==> src/rtl/mem_port_arbiter_if.sv <==
// mem_port_arbiter_if
// Bundles every signal of the shared memory port except clk and rst. That
// covers the ifetch requester, the data-memory requester, the downstream
// SDRAM-controller port and the init/busy status lines.
//
// Modports:
//   slave  - the arbiter. It serves both requesters and drives the downstream
//            request together with the completion/status outputs.
//   master - the surrounding system: the pipeline stages and the memory
//            controller.
interface mem_port_arbiter_if #(
  parameter int ADDR_W = 32,
  parameter int DATA_W = 32
);
  localparam int BE_W = DATA_W / 8;

  // Status
  logic              init_done;
  logic              busy;

  // Instruction-fetch requester
  logic              if_req;
  logic [ADDR_W-1:0] if_addr;
  logic [DATA_W-1:0] if_rdata;
  logic              if_done;

  // Data-memory requester
  logic              dm_req;
  logic              dm_we;
  logic [ADDR_W-1:0] dm_addr;
  logic [DATA_W-1:0] dm_wdata;
  logic [BE_W-1:0]   dm_be;
  logic [DATA_W-1:0] dm_rdata;
  logic              dm_done;

  // Downstream controller port
  logic              mem_req;
  logic              mem_we;
  logic [ADDR_W-1:0] mem_addr;
  logic [DATA_W-1:0] mem_wdata;
  logic [BE_W-1:0]   mem_be;
  logic              mem_ack;
  logic [DATA_W-1:0] mem_rdata;

  modport slave (
    input  init_done,
    input  if_req, if_addr,
    input  dm_req, dm_we, dm_addr, dm_wdata, dm_be,
    input  mem_ack, mem_rdata,
    output busy,
    output if_rdata, if_done,
    output dm_rdata, dm_done,
    output mem_req, mem_we, mem_addr, mem_wdata, mem_be
  );

  modport master (
    output init_done,
    output if_req, if_addr,
    output dm_req, dm_we, dm_addr, dm_wdata, dm_be,
    output mem_ack, mem_rdata,
    input  busy,
    input  if_rdata, if_done,
    input  dm_rdata, dm_done,
    input  mem_req, mem_we, mem_addr, mem_wdata, mem_be
  );
endinterface

==> src/rtl/mem_port_arbiter.sv <==
// mem_port_arbiter
// Shares a single SDRAM-controller request port between the instruction-fetch
// stage (if_*) and the data-memory stage (dm_*). Only one access is in flight
// at a time. The granted request is latched into the mem_* registers, and
// mem_req is held until the controller returns a one-cycle mem_ack. The
// returned word is then handed to the winner together with a one-cycle done
// pulse.
//
// Data accesses normally win a collision. A starvation counter tracks how
// many arbitrations ifetch has lost in a row. Once it reaches MAX_WAIT,
// ifetch wins the next collision.
//
// Ports:
//   clk  core clock
//   rst  asynchronous, active-high reset
//   bus  mem_port_arbiter_if.slave, which carries:
//        init_done                   SDRAM init complete (looked at only in INIT)
//        if_req/if_addr              ifetch request, held until if_done
//        if_rdata/if_done            fetched word and completion pulse
//        dm_req/dm_we/dm_addr/dm_wdata/dm_be  data request, held until dm_done
//        dm_rdata/dm_done            read data and completion pulse
//        mem_req/mem_we/mem_addr/mem_wdata/mem_be  downstream request
//        mem_ack/mem_rdata           downstream acknowledge and read data
//        busy                        high in every state except IDLE
//
// Timing: a request seen in IDLE at cycle t raises mem_req at t+1. An ack at
// t+k gives the done pulse at t+k+1 and IDLE at t+k+2.
module mem_port_arbiter #(
  parameter int ADDR_W   = 32,
  parameter int DATA_W   = 32,
  parameter int MAX_WAIT = 3
) (
  input logic               clk,
  input logic               rst,
  mem_port_arbiter_if.slave bus
);

  localparam int BE_W = DATA_W / 8;

  localparam logic [1:0] ST_INIT = 2'd0;
  localparam logic [1:0] ST_IDLE = 2'd1;
  localparam logic [1:0] ST_BUSY = 2'd2;
  localparam logic [1:0] ST_RESP = 2'd3;

  localparam logic [3:0] MAX_WAIT_C = 4'(MAX_WAIT);

  logic [1:0]        state_r;
  logic [1:0]        state_nxt_s;
  logic [3:0]        starve_cnt_r;
  logic [3:0]        starve_cnt_nxt_s;
  logic              grant_s;
  logic              pick_if_s;
  logic              ack_s;
  logic              grant_if_r;

  logic              mem_req_r;
  logic              mem_we_r;
  logic [ADDR_W-1:0] mem_addr_r;
  logic [DATA_W-1:0] mem_wdata_r;
  logic [BE_W-1:0]   mem_be_r;
  logic [DATA_W-1:0] if_rdata_r;
  logic              if_done_r;
  logic [DATA_W-1:0] dm_rdata_r;
  logic              dm_done_r;
  logic              busy_r;

  // An ack only counts while an access is outstanding. Strays elsewhere are dropped.
  assign ack_s = bus.mem_ack && (state_r == ST_BUSY);

  // Next-state decode and winner selection.
  always_comb begin
    state_nxt_s = state_r;
    grant_s     = 1'b0;
    pick_if_s   = 1'b0;
    case (state_r)
      ST_INIT: begin
        if (bus.init_done) begin
          state_nxt_s = ST_IDLE;
        end else begin
          state_nxt_s = ST_INIT;
        end
      end
      ST_IDLE: begin
        if (bus.if_req && bus.dm_req) begin
          // Collision: data wins unless ifetch has already waited MAX_WAIT times.
          grant_s   = 1'b1;
          pick_if_s = (starve_cnt_r == MAX_WAIT_C);
        end else if (bus.if_req) begin
          grant_s   = 1'b1;
          pick_if_s = 1'b1;
        end else if (bus.dm_req) begin
          grant_s   = 1'b1;
          pick_if_s = 1'b0;
        end else begin
          grant_s   = 1'b0;
          pick_if_s = 1'b0;
        end
        if (grant_s) begin
          state_nxt_s = ST_BUSY;
        end else begin
          state_nxt_s = ST_IDLE;
        end
      end
      ST_BUSY: begin
        if (bus.mem_ack) begin
          state_nxt_s = ST_RESP;
        end else begin
          state_nxt_s = ST_BUSY;
        end
      end
      ST_RESP: begin
        // The done pulse goes out in this cycle. Requests are not sampled here.
        state_nxt_s = ST_IDLE;
      end
      default: begin
        state_nxt_s = ST_INIT;
      end
    endcase
  end

  // Starvation counter update. It only moves on a grant.
  always_comb begin
    starve_cnt_nxt_s = starve_cnt_r;
    if (!grant_s) begin
      starve_cnt_nxt_s = starve_cnt_r;
    end else if (pick_if_s) begin
      starve_cnt_nxt_s = 4'd0;
    end else if (bus.if_req && (starve_cnt_r != MAX_WAIT_C)) begin
      starve_cnt_nxt_s = starve_cnt_r + 4'd1;
    end else begin
      starve_cnt_nxt_s = starve_cnt_r;
    end
  end

  // State and starvation counter registers.
  always_ff @(posedge clk or posedge rst) begin
    if (rst) begin
      state_r      <= ST_INIT;
      starve_cnt_r <= 4'd0;
    end else begin
      state_r      <= state_nxt_s;
      starve_cnt_r <= starve_cnt_nxt_s;
    end
  end

  // Downstream request: the winner's fields are latched on grant and held
  // until the ack.
  always_ff @(posedge clk or posedge rst) begin
    if (rst) begin
      mem_req_r   <= 1'b0;
      mem_we_r    <= 1'b0;
      mem_addr_r  <= '0;
      mem_wdata_r <= '0;
      mem_be_r    <= '0;
      grant_if_r  <= 1'b0;
    end else if (grant_s) begin
      mem_req_r  <= 1'b1;
      grant_if_r <= pick_if_s;
      if (pick_if_s) begin
        mem_we_r    <= 1'b0;
        mem_addr_r  <= bus.if_addr;
        mem_wdata_r <= '0;
        mem_be_r    <= '1;
      end else begin
        mem_we_r    <= bus.dm_we;
        mem_addr_r  <= bus.dm_addr;
        mem_wdata_r <= bus.dm_wdata;
        // Byte enables only qualify writes. Reads always fetch the full word.
        if (bus.dm_we) begin
          mem_be_r <= bus.dm_be;
        end else begin
          mem_be_r <= '1;
        end
      end
    end else if (ack_s) begin
      mem_req_r <= 1'b0;
    end else begin
      mem_req_r <= mem_req_r;
    end
  end

  // Completion: route the returned word and a one-cycle done to the winner.
  always_ff @(posedge clk or posedge rst) begin
    if (rst) begin
      if_rdata_r <= '0;
      if_done_r  <= 1'b0;
      dm_rdata_r <= '0;
      dm_done_r  <= 1'b0;
    end else begin
      if_done_r <= ack_s && grant_if_r;
      dm_done_r <= ack_s && !grant_if_r;
      if (ack_s && grant_if_r) begin
        if_rdata_r <= bus.mem_rdata;
      end else begin
        if_rdata_r <= if_rdata_r;
      end
      // A write completion leaves the last read value in place.
      if (ack_s && !grant_if_r && !mem_we_r) begin
        dm_rdata_r <= bus.mem_rdata;
      end else begin
        dm_rdata_r <= dm_rdata_r;
      end
    end
  end

  // busy tracks "state is not IDLE". It is registered from the next state so
  // that it reads 0 while reset is held.
  always_ff @(posedge clk or posedge rst) begin
    if (rst) begin
      busy_r <= 1'b0;
    end else begin
      busy_r <= (state_nxt_s != ST_IDLE);
    end
  end

  assign bus.mem_req   = mem_req_r;
  assign bus.mem_we    = mem_we_r;
  assign bus.mem_addr  = mem_addr_r;
  assign bus.mem_wdata = mem_wdata_r;
  assign bus.mem_be    = mem_be_r;
  assign bus.if_rdata  = if_rdata_r;
  assign bus.if_done   = if_done_r;
  assign bus.dm_rdata  = dm_rdata_r;
  assign bus.dm_done   = dm_done_r;
  assign bus.busy      = busy_r;

endmodule

==> src/flat_wrapper.sv <==
// flat-port wrapper written by rule: the top's interface ports become plain ports
module mem_port_arbiter_flat 
#(
  parameter int ADDR_W   = 32,
  parameter int DATA_W   = 32,
  parameter int MAX_WAIT = 3
)
  (clk, rst, bus_init_done, bus_if_req, bus_if_addr, bus_dm_req, bus_dm_we, bus_dm_addr, bus_dm_wdata, bus_dm_be, bus_mem_ack, bus_mem_rdata, bus_busy, bus_if_rdata, bus_if_done, bus_dm_rdata, bus_dm_done, bus_mem_req, bus_mem_we, bus_mem_addr, bus_mem_wdata, bus_mem_be);
  mem_port_arbiter_if #(.ADDR_W(ADDR_W), .DATA_W(DATA_W)) bus_i ();
  input logic clk;
  input logic rst;
  input wire logic [$bits(bus_i.init_done)-1:0] bus_init_done;
  input wire logic [$bits(bus_i.if_req)-1:0] bus_if_req;
  input wire logic [$bits(bus_i.if_addr)-1:0] bus_if_addr;
  input wire logic [$bits(bus_i.dm_req)-1:0] bus_dm_req;
  input wire logic [$bits(bus_i.dm_we)-1:0] bus_dm_we;
  input wire logic [$bits(bus_i.dm_addr)-1:0] bus_dm_addr;
  input wire logic [$bits(bus_i.dm_wdata)-1:0] bus_dm_wdata;
  input wire logic [$bits(bus_i.dm_be)-1:0] bus_dm_be;
  input wire logic [$bits(bus_i.mem_ack)-1:0] bus_mem_ack;
  input wire logic [$bits(bus_i.mem_rdata)-1:0] bus_mem_rdata;
  output wire logic [$bits(bus_i.busy)-1:0] bus_busy;
  output wire logic [$bits(bus_i.if_rdata)-1:0] bus_if_rdata;
  output wire logic [$bits(bus_i.if_done)-1:0] bus_if_done;
  output wire logic [$bits(bus_i.dm_rdata)-1:0] bus_dm_rdata;
  output wire logic [$bits(bus_i.dm_done)-1:0] bus_dm_done;
  output wire logic [$bits(bus_i.mem_req)-1:0] bus_mem_req;
  output wire logic [$bits(bus_i.mem_we)-1:0] bus_mem_we;
  output wire logic [$bits(bus_i.mem_addr)-1:0] bus_mem_addr;
  output wire logic [$bits(bus_i.mem_wdata)-1:0] bus_mem_wdata;
  output wire logic [$bits(bus_i.mem_be)-1:0] bus_mem_be;
  assign bus_i.init_done = bus_init_done;
  assign bus_i.if_req = bus_if_req;
  assign bus_i.if_addr = bus_if_addr;
  assign bus_i.dm_req = bus_dm_req;
  assign bus_i.dm_we = bus_dm_we;
  assign bus_i.dm_addr = bus_dm_addr;
  assign bus_i.dm_wdata = bus_dm_wdata;
  assign bus_i.dm_be = bus_dm_be;
  assign bus_i.mem_ack = bus_mem_ack;
  assign bus_i.mem_rdata = bus_mem_rdata;
  assign bus_busy = bus_i.busy;
  assign bus_if_rdata = bus_i.if_rdata;
  assign bus_if_done = bus_i.if_done;
  assign bus_dm_rdata = bus_i.dm_rdata;
  assign bus_dm_done = bus_i.dm_done;
  assign bus_mem_req = bus_i.mem_req;
  assign bus_mem_we = bus_i.mem_we;
  assign bus_mem_addr = bus_i.mem_addr;
  assign bus_mem_wdata = bus_i.mem_wdata;
  assign bus_mem_be = bus_i.mem_be;
  mem_port_arbiter #(.ADDR_W(ADDR_W), .DATA_W(DATA_W), .MAX_WAIT(MAX_WAIT)) u_core (.clk(clk), .rst(rst), .bus(bus_i));
endmodule
==> config.mk <==
export PLATFORM = sky130hd
export DESIGN_NAME = mem_port_arbiter_flat
export DESIGN_NICKNAME = d
export VERILOG_FILES = /design/src/rtl/mem_port_arbiter_if.sv /design/src/rtl/mem_port_arbiter.sv /design/src/flat_wrapper.sv
export SDC_FILE = /design/constraint.sdc
export NUM_CORES = 1
export LEC_CHECK = 0
export ABC_AREA = 1
export CAP_MARGIN = 20
export CORE_UTILIZATION = 30
export DETAILED_ROUTE_END_ITERATION = 8
export HOLD_SLACK_MARGIN = 0.15
export SETUP_SLACK_MARGIN = 0.15
export SLEW_MARGIN = 15
export SYNTH_ARGS = -nofsm -noshare
export SYNTH_HDL_FRONTEND = slang
export SYNTH_SLANG_ARGS = --single-unit
export TNS_END_PERCENT = 30
==> constraint.sdc <==
create_clock -name clk -period 5.4 [get_ports clk]
set_input_delay 1.08 -clock clk [delete_from_list [all_inputs] [get_ports clk]]
set_output_delay 1.08 -clock clk [all_outputs]
set_load 0.02 [all_outputs]
==> results.sh, run 1 <==
export IMPL_finalCriticalPeriod_ns=3.331
export IMPL_worst_pin_slew_ns=1.006
export IMPL_peakVddDrop_v=0.0002530
export IMPL_synth_nets=869
export IMPL_die_area_um2=21100
export IMPL_vias=5502
export IMPL_antenna_cells=0
export IMPL_clock_sinks=144
export IMPL_drive_gt1_share_pct=4.614
export IMPL_synth_seq_cells=144
export IMPL_cts_resized_gates=0
export IMPL_drc=0
export IMPL_mostFrequentLayoutCell="clkdlybuf4s50_1"
export IMPL_core_area_um2=20170
export IMPL_synthCells=729
export IMPL_crit_chain="clkdlybuf4s50_1, inv_1, nor2_4, nand2_2, buf_4, nand2_1, nand3_1, nand2_1"
export IMPL_cpMaxStageDelayCell="nor2_4"
export IMPL_cp_required_ns=5.75
export IMPL_die_y_um=145.3
export IMPL_p_total_mw=5.647
export IMPL_finalSetupViolations=0
export IMPL_hp_start="u_core.bus.mem_be[0]"
export IMPL_whs_ns=0.4769
export IMPL_drt_iter0_drc=220
export IMPL_clkLatencyLatePin_ns=0.41
export IMPL_hpwl_mm=12.20
export IMPL_crit_family="simple AND/OR/NAND/NOR gates"
export IMPL_routed_via_density=4.343
export IMPL_num_io_pins=276
export IMPL_htree_num_levels=4
export IMPL_hold_violations=0
export IMPL_postCtsHoldBufs=0
export IMPL_drv_slew=0
export IMPL_grt_pass1_vias=5351
export IMPL_overflow=0
export IMPL_grt_max_degree=84
export IMPL_clockBufferDepth=2
export IMPL_yosysTopAreaCell="dfrtp_1"
export IMPL_cap_viol_max_count=0
export IMPL_cts_setup_buffers=0
export IMPL_path_clk_slew_ns=0.06
export IMPL_outcome="finished clean"
export IMPL_worstSetupStartpointType="input pin"
export IMPL_synthesis_area_um2=6157
export IMPL_crit_buf_inv=3
export IMPL_skew_ns=0.008306
export IMPL_cpPeakStageDelay_ns=0.64
export IMPL_cp_max_fo=36
export IMPL_rsz0062_at_grt="no"
export IMPL_fin_crit_sh_pct=61.68
export IMPL_totalWireLength_mm=17.70
export IMPL_power_density_nw_per_um2=586.1
export IMPL_crit_arrival_ns=3.68
export IMPL_yosysSeqAreaShare_pct=58.52
export IMPL_numCtsBuffers=17
export IMPL_hold_path_class="reg -> reg"
export IMPL_syn_area_per_cell_um2=8.446
export IMPL_final_cell_mix="275 x clkdlybuf4s50_1, 248 x nand2_1, 144 x dfrtp_1, 103 x inv_1, 99 x nand3_1"
export IMPL_fin_setup_tns_ns=0
export IMPL_root_buffer="clkbuf_16"
export IMPL_p_leak_nw=4.780
export IMPL_slew_headroom_pct=32.70
export IMPL_die_w_um=145.3
export IMPL_cts_tree="built"
export IMPL_initial_core_util_pct=30.53
export IMPL_ys_warn_count=0
export IMPL_syn_to_final_growth_pct=56.49
export IMPL_fmax_mhz=300.2
export IMPL_ant_nets=0
export IMPL_worstSetupPathType="in -> reg"
export IMPL_crit_path_end_kind="register"
export IMPL_place_congestion=0.8104
export IMPL_fin_util_pct=47.77
export IMPL_grt_pass1_wl_mm=28.84
export IMPL_drt_wirelength_per_cell_um=13.97
export IMPL_rows=52
export IMPL_reg2reg_from="u_core.starve_cnt_r[0]"
export IMPL_crit_top_cell="nand2_1"
export IMPL_nets=1127
export IMPL_synth_area_top_cells="dfrtp_1 59%, nand2_1 15%, nand3_1 8.0%, inv_1 6.3%, o21ai_0 5.7%"
export IMPL_crit_start="bus_if_req"
export IMPL_grtUsageTotal_pct=17.29
export IMPL_ys_types=23
export IMPL_synth_top_area_share_pct=58.52
export IMPL_first_pass_iters=4
export IMPL_antenna_found_initial=0
export IMPL_buffer_ports_inserted=275
==> sequential cells by signal, summed over array words and instances (netlist names) <==
register              flops
u_core.starve_cnt_r       4
u_core.bus.if_rdata      32
u_core.bus.mem_be         4
u_core.bus.mem_we         1
u_core.state_r            2
u_core.grant_if_r         1
u_core.bus.mem_addr      32
u_core.bus.busy           1
u_core.bus.if_done        1
u_core.bus.mem_req        1
u_core.bus.dm_done        1
u_core.bus.dm_rdata      32
u_core.bus.mem_wdata     32
==> metal layers <==
layer  GRT usage [%]  share of wire (%)  vias up
met2           26.03                 44      238
met4           5.211                1.2        0
met1           23.46                 46     2492
met3           5.755                9.4       16
li1                -                  -     2756
met5               0                  0        -
==> metrics by stage <==
stage	instance area [um2]	instances	setup WS [ns]
2_1_floorplan	6157	729	0.4537
3_3_place_gp	9049	1237	1.667
3_5_place_dp	9049	1237	1.588
6_report	9635	1267	2.069
5_1_grt	9635	1267	1.816
4_1_cts	9615	1266	2.031
==> power by group <==
part / switching (mW) / internal [mW]
logic: 1.44 / 1.18
registers: 0.287 / 1.59
clock network: 0.451 / 0.695
==> cells by family after synthesis <==
| kind of cell | after synthesis | share of synthesized area, % |
|---|---|---|
| compound gates | 72 | 5.893 |
| xor+xnor | 2 | 0.2845 |
| fa+ha+maj | 1 | 0.2032 |
| mux | 1 | 0.1626 |
| flops | 144 | 58.52 |
| simple gates | 362 | 24.51 |
| buf+inv | 147 | 10.42 |
==> synth_stat cells <==
library cell	number
nand2_1	250
dfrtp_1	144
inv_1	104
nand3_1	99
o21ai_0	70
buf_2	20
clkbuf_1	10
buf_6	8
nor2_1	6
buf_1	3
nand2_2	3
clkinv_4	1
ha_1	1
inv_2	1
mux2i_1	1
nand3_2	1
nor2_2	1
nor2_4	1
o211ai_1	1
o21ai_1	1
or2_1	1
xnor2_1	1
xor2_1	1
==> worst register-to-register path, cell delays in order (launching register included) <==
cell and delay (ns):
dfrtp_1 0.40, ha_1 0.24, nand2_1 0.11, nand2_2 0.38, nand2_2 0.69, buf_4 0.49
nand2_1 0.11, nand3_1 0.09, nand2_1 0.07
==> final cells by class <==
class,instances,area [um2]
inverter,106,407.9
clock inverter,10,113.9
fill,1955,10530
timing repair buffer,280,2803
sequential,144,3603
tap,270,337.8
multi-input combinational,438,1917
clock buffer,19,452.9
==> worst paths after layout <==
check,end,slack (ns),cells after the start
worst min register to register,u_core.bus.mem_be[0],0.48,2
min in group asynchronous,u_core.bus.if_rdata[30],1.19,2
worst max-delay path,u_core.bus.mem_addr[28],2.07,8
max in group asynchronous,u_core.bus.mem_wdata[30],3.29,3
worst min-delay path,u_core.bus.mem_be[0],0.48,2
worst max register to register,u_core.bus.mem_addr[28],2.70,8
Power figures use the tool's default switching activity.
==> inputs of run 2 (changes only) <==
==> constraint.sdc (replaced) <==
create_clock -name clk -period 2.9 [get_ports clk]
set_input_delay 0.58 -clock clk [delete_from_list [all_inputs] [get_ports clk]]
set_output_delay 0.58 -clock clk [all_outputs]
set_load 0.02 [all_outputs]
==> run 2 against run 1 <==
Net effect:
- clock power is 92% higher
- clock skew hardly changed
- register-to-register slack worse by 1.5 ns
- worst setup slack worse by 1.2 ns
- wire length is 1.0% higher
- combinational power is 88% higher
- global-route usage is 0.37 points higher
- critical endpoint is now bus_mem_addr[29]
- largest cell class unchanged
==> results.sh, run 2 (synthesized netlist as in run 1, its figures left out) <==
export IMPL_finalCriticalPeriod_ns=2.017
export IMPL_ant_nets=0
export IMPL_skew_ns=0.007974
export IMPL_outcome="finished clean"
export IMPL_fmax_mhz=495.8
export IMPL_fin_setup_tns_ns=0
export IMPL_p_clk_share_pct=20.8
export IMPL_cpPeakStageDelay_ns=0.64
export IMPL_peakVddDrop_v=0.0005312
export IMPL_crit_chain="clkdlybuf4s50_1"
export IMPL_grtUsageTotal_pct=17.66
export IMPL_drt_wirelength_per_cell_um=14.00
export IMPL_crit_family="buffers and inverters"
export IMPL_whs_path_depth=2
export IMPL_hold_path_class="reg -> reg"
export IMPL_finalNonFillerCells=1277
export IMPL_crit_path_end_kind="output port"
export IMPL_grt_pass1_wl_mm=29.26
export IMPL_grt_pass1_vias=5454
export IMPL_cts_tree="built"
export IMPL_initial_core_util_pct=30.53
export IMPL_die_area_um2=21100
export IMPL_clock_sinks=144
export IMPL_p_leak_nw=4.817
export IMPL_slew_headroom_pct=61.06
export IMPL_numCtsBuffers=17
export IMPL_worstSetupPathType="reg -> out"
export IMPL_cts_resized_gates=0
export IMPL_antenna_found_initial=1
export IMPL_drive_gt1_share_pct=5.467
export IMPL_hpwl_mm=12.20
export IMPL_clockBufferDepth=2
export IMPL_crit_arrival_ns=1.44
export IMPL_hold_end="u_core.bus.mem_be[2]"
export IMPL_grt_max_degree=75
export IMPL_rsz0062_at_grt="no"
export IMPL_switching_share_pct=39.65
export IMPL_ff2ff_path_depth=6
export IMPL_root_buffer="clkbuf_16"
export IMPL_place_area_um2=9125
export IMPL_vias=5480
export IMPL_dp_cells=1244
export IMPL_hold_violations=0
export IMPL_comb_power_share_pct=46.5
export IMPL_syn_to_final_growth_pct=57.71
export IMPL_timing_rr_end="u_core.bus.mem_we"
export IMPL_finalSetupViolations=0
export IMPL_power_frac_seq_pct=32.7
export IMPL_final_cell_mix="275 x clkdlybuf4s50_1, 248 x nand2_1, 144 x dfrtp_1, 103 x inv_1, 99 x nand3_1"
export IMPL_mostFrequentLayoutCell="clkdlybuf4s50_1"
export IMPL_drc=0
export IMPL_clkLatencyLatePin_ns=0.42
export IMPL_power_density_nw_per_um2=1095
export IMPL_path_clk_slew_ns=0.07
export IMPL_cpMaxStageDelayCell="clkdlybuf4s50_1"
export IMPL_postCtsHoldBufs=0
export IMPL_fin_crit_sh_pct=69.56
export IMPL_htree_num_levels=4
export IMPL_hp_start="u_core.bus.mem_be[2]"
export IMPL_r2r_setup_slack_ns=1.23
export IMPL_buffer_ports_inserted=275
export IMPL_crit_buf_inv=1
export IMPL_fin_area_um2=9711
export IMPL_cap_viol_max_count=0
export IMPL_worst_pin_slew_ns=0.5840
export IMPL_drv_slew=0
export IMPL_die_w_um=145.3
export IMPL_routed_via_density=4.291
export IMPL_nets=1133
export IMPL_reg2reg_from="u_core.state_r[1]"
export IMPL_p_int_mw=6.417
export IMPL_overflow=0
export IMPL_drt_iter0_drc=224
export IMPL_cts_setup_buffers=0
export IMPL_place_congestion=0.8003
export IMPL_die_y_um=145.3
export IMPL_num_io_pins=276
export IMPL_core_area_um2=20170
export IMPL_p_switching_mw=4.217
export IMPL_worstSetupStartpointType="register"
export IMPL_rows=52
export IMPL_cp_max_fo=2
export IMPL_first_pass_iters=5
export IMPL_totalWireLength_mm=17.88
export IMPL_cp_required_ns=2.32
==> run 2: cell count changes in the layout (fill, tap and decap cells not counted) <==
cell / before / now
buf_12: 1 / 2
buf_4: 4 / 9
bufinv_16: 2 / 1
clkbuf_8: 2 / 1
clkinv_2: 3 / 1
diode_2: 0 / 1
inv_6: 2 / 6
inv_8: 0 / 3
==> run 2: worst max path at each step <==
stage / start / endpoint / slack, ns / cells after the start
2_1_floorplan: rst / u_core.bus.busy / 0.51 / 1
3_3_place_gp: bus_dm_req / u_core.bus.mem_wdata[21] / 0.62 / 6
3_5_place_dp: bus_dm_req / u_core.bus.mem_we / 0.59 / 6
4_1_cts: u_core.bus.dm_rdata[0] / bus_dm_rdata[0] / 0.85 / 1
5_1_grt: u_core.bus.mem_addr[29] / bus_mem_addr[29] / 0.82 / 1
6_report: u_core.bus.mem_addr[29] / bus_mem_addr[29] / 0.88 / 1
==> run 2: final cells by class <==
cell class                 instances  area (um2)
fill                            1981       10460
sequential                       144        3603
tap                              270       337.8
clock buffer                      18       439.2
inverter                         106       406.6
clock inverter                    14       143.9
multi-input combinational        438        1917
antenna                            1       2.502
timing repair buffer             286        2860
==> run 2: metrics by stage <==
stage          util (%)  total power, mW  hold WS (ns)  setup WS (ns)
3_5_place_dp      45.24            8.494        0.4638         0.5908
6_report          48.15            10.63        0.4758         0.8829
2_1_floorplan         -            6.082        0.4493         0.5150
3_3_place_gp      45.24            8.445        0.4621         0.6188
5_1_grt           48.13            11.34        0.4951         0.8210
4_1_cts           48.13            10.77        0.4810         0.8478
==> run 2: power groups by stage <==
stage / clock, mW / sequential [mW] / combinational, mW
floorplan: 0 / 4.57 / 1.52
global route: 2.36 / 3.61 / 5.37
global placement: 0 / 3.47 / 4.98
finish: 2.21 / 3.48 / 4.94
CTS: 2.27 / 3.48 / 5.01
detailed placement: 0 / 3.49 / 5.00
==> run 2: routing by layer <==
| layer | global-route usage (%) | part of all wire (%) | vias to the layer above |
|---|---|---|---|
| li1 | - | - | 2772 |
| met5 | 0 | 0 | - |
| met1 | 23.05 | 45 | 2466 |
| met4 | 4.316 | 0.78 | 0 |
| met3 | 7.390 | 10 | 12 |
| met2 | 27.00 | 44 | 230 |
==> inputs of run 3 (changes only) <==
==> constraint.sdc (replaced) <==
create_clock -name clk -period 2 [get_ports clk]
set_input_delay 0.4 -clock clk [delete_from_list [all_inputs] [get_ports clk]]
set_output_delay 0.4 -clock clk [all_outputs]
set_load 0.02 [all_outputs]
==> run 3 against run 2 <==
Net effect:
- largest cell class unchanged
- sequential share of layout area decreased by 0.74 points
- first-iteration DRC count increased by 18%
- global-route usage decreased by 0.30 points
- worst setup slack got worse by 0.68 ns
- final area increased by 2.0%
- clock-buffer cell count increased by 1
==> results.sh, run 3 (synthesized netlist as in run 1, its figures left out) <==
export IMPL_outcome="finished clean"
export IMPL_dp_cells=1250
export IMPL_power_frac_seq_pct=32.2
export IMPL_cp_required_ns=1.60
export IMPL_final_cell_mix="265 x clkdlybuf4s50_1, 248 x nand2_1, 144 x dfrtp_1, 103 x inv_1, 99 x nand3_1"
export IMPL_p_int_mw=9.616
export IMPL_cpPeakStageDelay_ns=0.64
export IMPL_antenna_found_initial=1
export IMPL_routed_via_density=4.300
export IMPL_drv_slew=0
export IMPL_hold_path_class="in -> async"
export IMPL_finalNonFillerCells=1283
export IMPL_fin_crit_sh_pct=90.10
export IMPL_numCtsBuffers=17
export IMPL_nets=1139
export IMPL_slew_headroom_pct=70.30
export IMPL_p_switching_mw=6.018
export IMPL_drt_iter0_drc=264
export IMPL_worstSetupPathType="reg -> out"
export IMPL_grt_max_degree=80
export IMPL_path_clk_slew_ns=0.06
export IMPL_multi_input_area_um2=1917
export IMPL_hpwl_mm=12.28
export IMPL_finalCriticalPeriod_ns=1.802
export IMPL_ff2ff_path_depth=8
export IMPL_place_area_um2=9283
export IMPL_num_io_pins=276
export IMPL_worst_pin_slew_ns=0.4454
export IMPL_htree_num_levels=4
export IMPL_drive_gt1_share_pct=6.028
export IMPL_comb_power_share_pct=47.2
export IMPL_worstSetupStartpointType="register"
export IMPL_p_leak_nw=5.003
export IMPL_mostFrequentLayoutCell="clkdlybuf4s50_1"
export IMPL_totalWireLength_mm=17.61
export IMPL_root_buffer="clkbuf_16"
export IMPL_core_area_um2=20170
export IMPL_syn_to_final_growth_pct=60.94
export IMPL_fmax_mhz=554.9
export IMPL_fin_area_um2=9910
export IMPL_crit_buf_inv=1
export IMPL_nFillCells=1963
export IMPL_cp_max_fo=2
export IMPL_grt_pass1_wl_mm=28.85
export IMPL_die_area_um2=21100
export IMPL_cpMaxStageDelayCell="clkdlybuf4s50_1"
export IMPL_clkLatencyLatePin_ns=0.42
export IMPL_rows=52
export IMPL_crit_family="buffers and inverters"
export IMPL_overflow=0
export IMPL_switching_share_pct=38.49
export IMPL_p_clk_share_pct=20.6
export IMPL_vias=5517
export IMPL_place_congestion=0.7844
export IMPL_cp_num_cells=1
export IMPL_ant_nets=0
export IMPL_postCtsHoldBufs=0
export IMPL_final_seq_area_um2=3603
export IMPL_buffer_ports_inserted=275
export IMPL_rsz0062_at_grt="yes"
export IMPL_reg2reg_from="u_core.starve_cnt_r[0]"
export IMPL_power_density_nw_per_um2=1578
export IMPL_fin_util_pct=49.13
export IMPL_die_w_um=145.3
export IMPL_initial_core_util_pct=30.53
export IMPL_crit_path_end_kind="output port"
export IMPL_p_total_mw=15.63
export IMPL_cts_tree="built"
export IMPL_die_y_um=145.3
export IMPL_crit_chain="clkdlybuf4s50_1"
export IMPL_clockBufferDepth=2
export IMPL_drt_wirelength_per_cell_um=13.73
export IMPL_peakVddDrop_v=0.0005430
export IMPL_crit_arrival_ns=1.40
export IMPL_skew_ns=0.01044
export IMPL_drc=0
export IMPL_clock_sinks=144
export IMPL_grt_pass1_vias=5508
export IMPL_crit_start="u_core.bus.mem_wdata[24]"
export IMPL_first_pass_iters=7
export IMPL_grtUsageTotal_pct=17.36
export IMPL_finalSetupViolations=0
export IMPL_hold_violations=0
export IMPL_cap_viol_max_count=0
==> run 3: cell types whose count changed in the layout (fill, tap and decap cells not counted), sizes merged, moves of 3 or more <==
cell and change:
clkinv +3, clkdlybuf4s50 -10, inv -4, dlymetal6s2s +9, buf +6
==> run 3: cell type report <==
cell class	instances	area share [%]
repair buffers	292	30.67
flip-flops and latches	144	36.36
inverters	106	4.104
multi-input cells	438	19.34
clock buffers	19	4.571
diodes	1	0.02525
well taps	270	3.409
clock inverters	13	1.515
==> run 3: routing by layer <==
metal,vias up,global-route usage (%),routed length (um)
met2,216,26.75,7870
li1,2786,-,-
met4,0,4.579,137
met3,11,7.516,1681
met5,-,0,0
met1,2504,22.18,7921
==> run 3: power by group through the flow <==
stage / Combinational, mW / Clock, mW / Sequential (mW)
2_1_floorplan: 2.20 / 0 / 6.62
3_5_place_dp: 7.49 / 0 / 5.07
6_report: 7.38 / 3.23 / 5.03
3_3_place_gp: 7.44 / 0 / 5.04
4_1_cts: 7.49 / 3.35 / 5.05
5_1_grt: 7.99 / 3.46 / 5.23
==> run 3: what timing repair did <==
| action | CTS | global route |
|---|---|---|
| endpoints found under the setup margin | 3 | 32 |
| setup buffers | 0 | 0 |
| gates resized for setup | 1 | 9 |
| pin swaps | 0 | 0 |
==> run 3: stage by stage <==
stage          setup slack [ns]  hold slack [ns]  setup TNS, ns
6_report                 0.1979           0.4506              0
3_5_place_dp            0.04391           0.4643              0
3_3_place_gp            0.04161           0.4614              0
2_1_floorplan           -0.2050           0.4493         -29.53
4_1_cts                  0.1435           0.4651              0
5_1_grt                  0.1247           0.4819              0
==> run 3: path summary, 6_finish.rpt <==
check | to | slack [ns]
max reg2reg | u_core.bus.mem_addr[29] | 0.47
max in group asynchronous | u_core.bus.mem_wdata[7] | 1.16
max | bus_mem_wdata[24] | 0.20
min reg2reg | u_core.bus.mem_wdata[4] | 0.47
min in group clk | u_core.bus.mem_wdata[4] | 0.47
min | u_core.bus.if_done | 0.45
==> run 3: worst min-delay path: stages <==
cell             delay [ns]
clkdlybuf4s50_1        0.44
clkinvlp_4             0.12
buf_12                 0.30
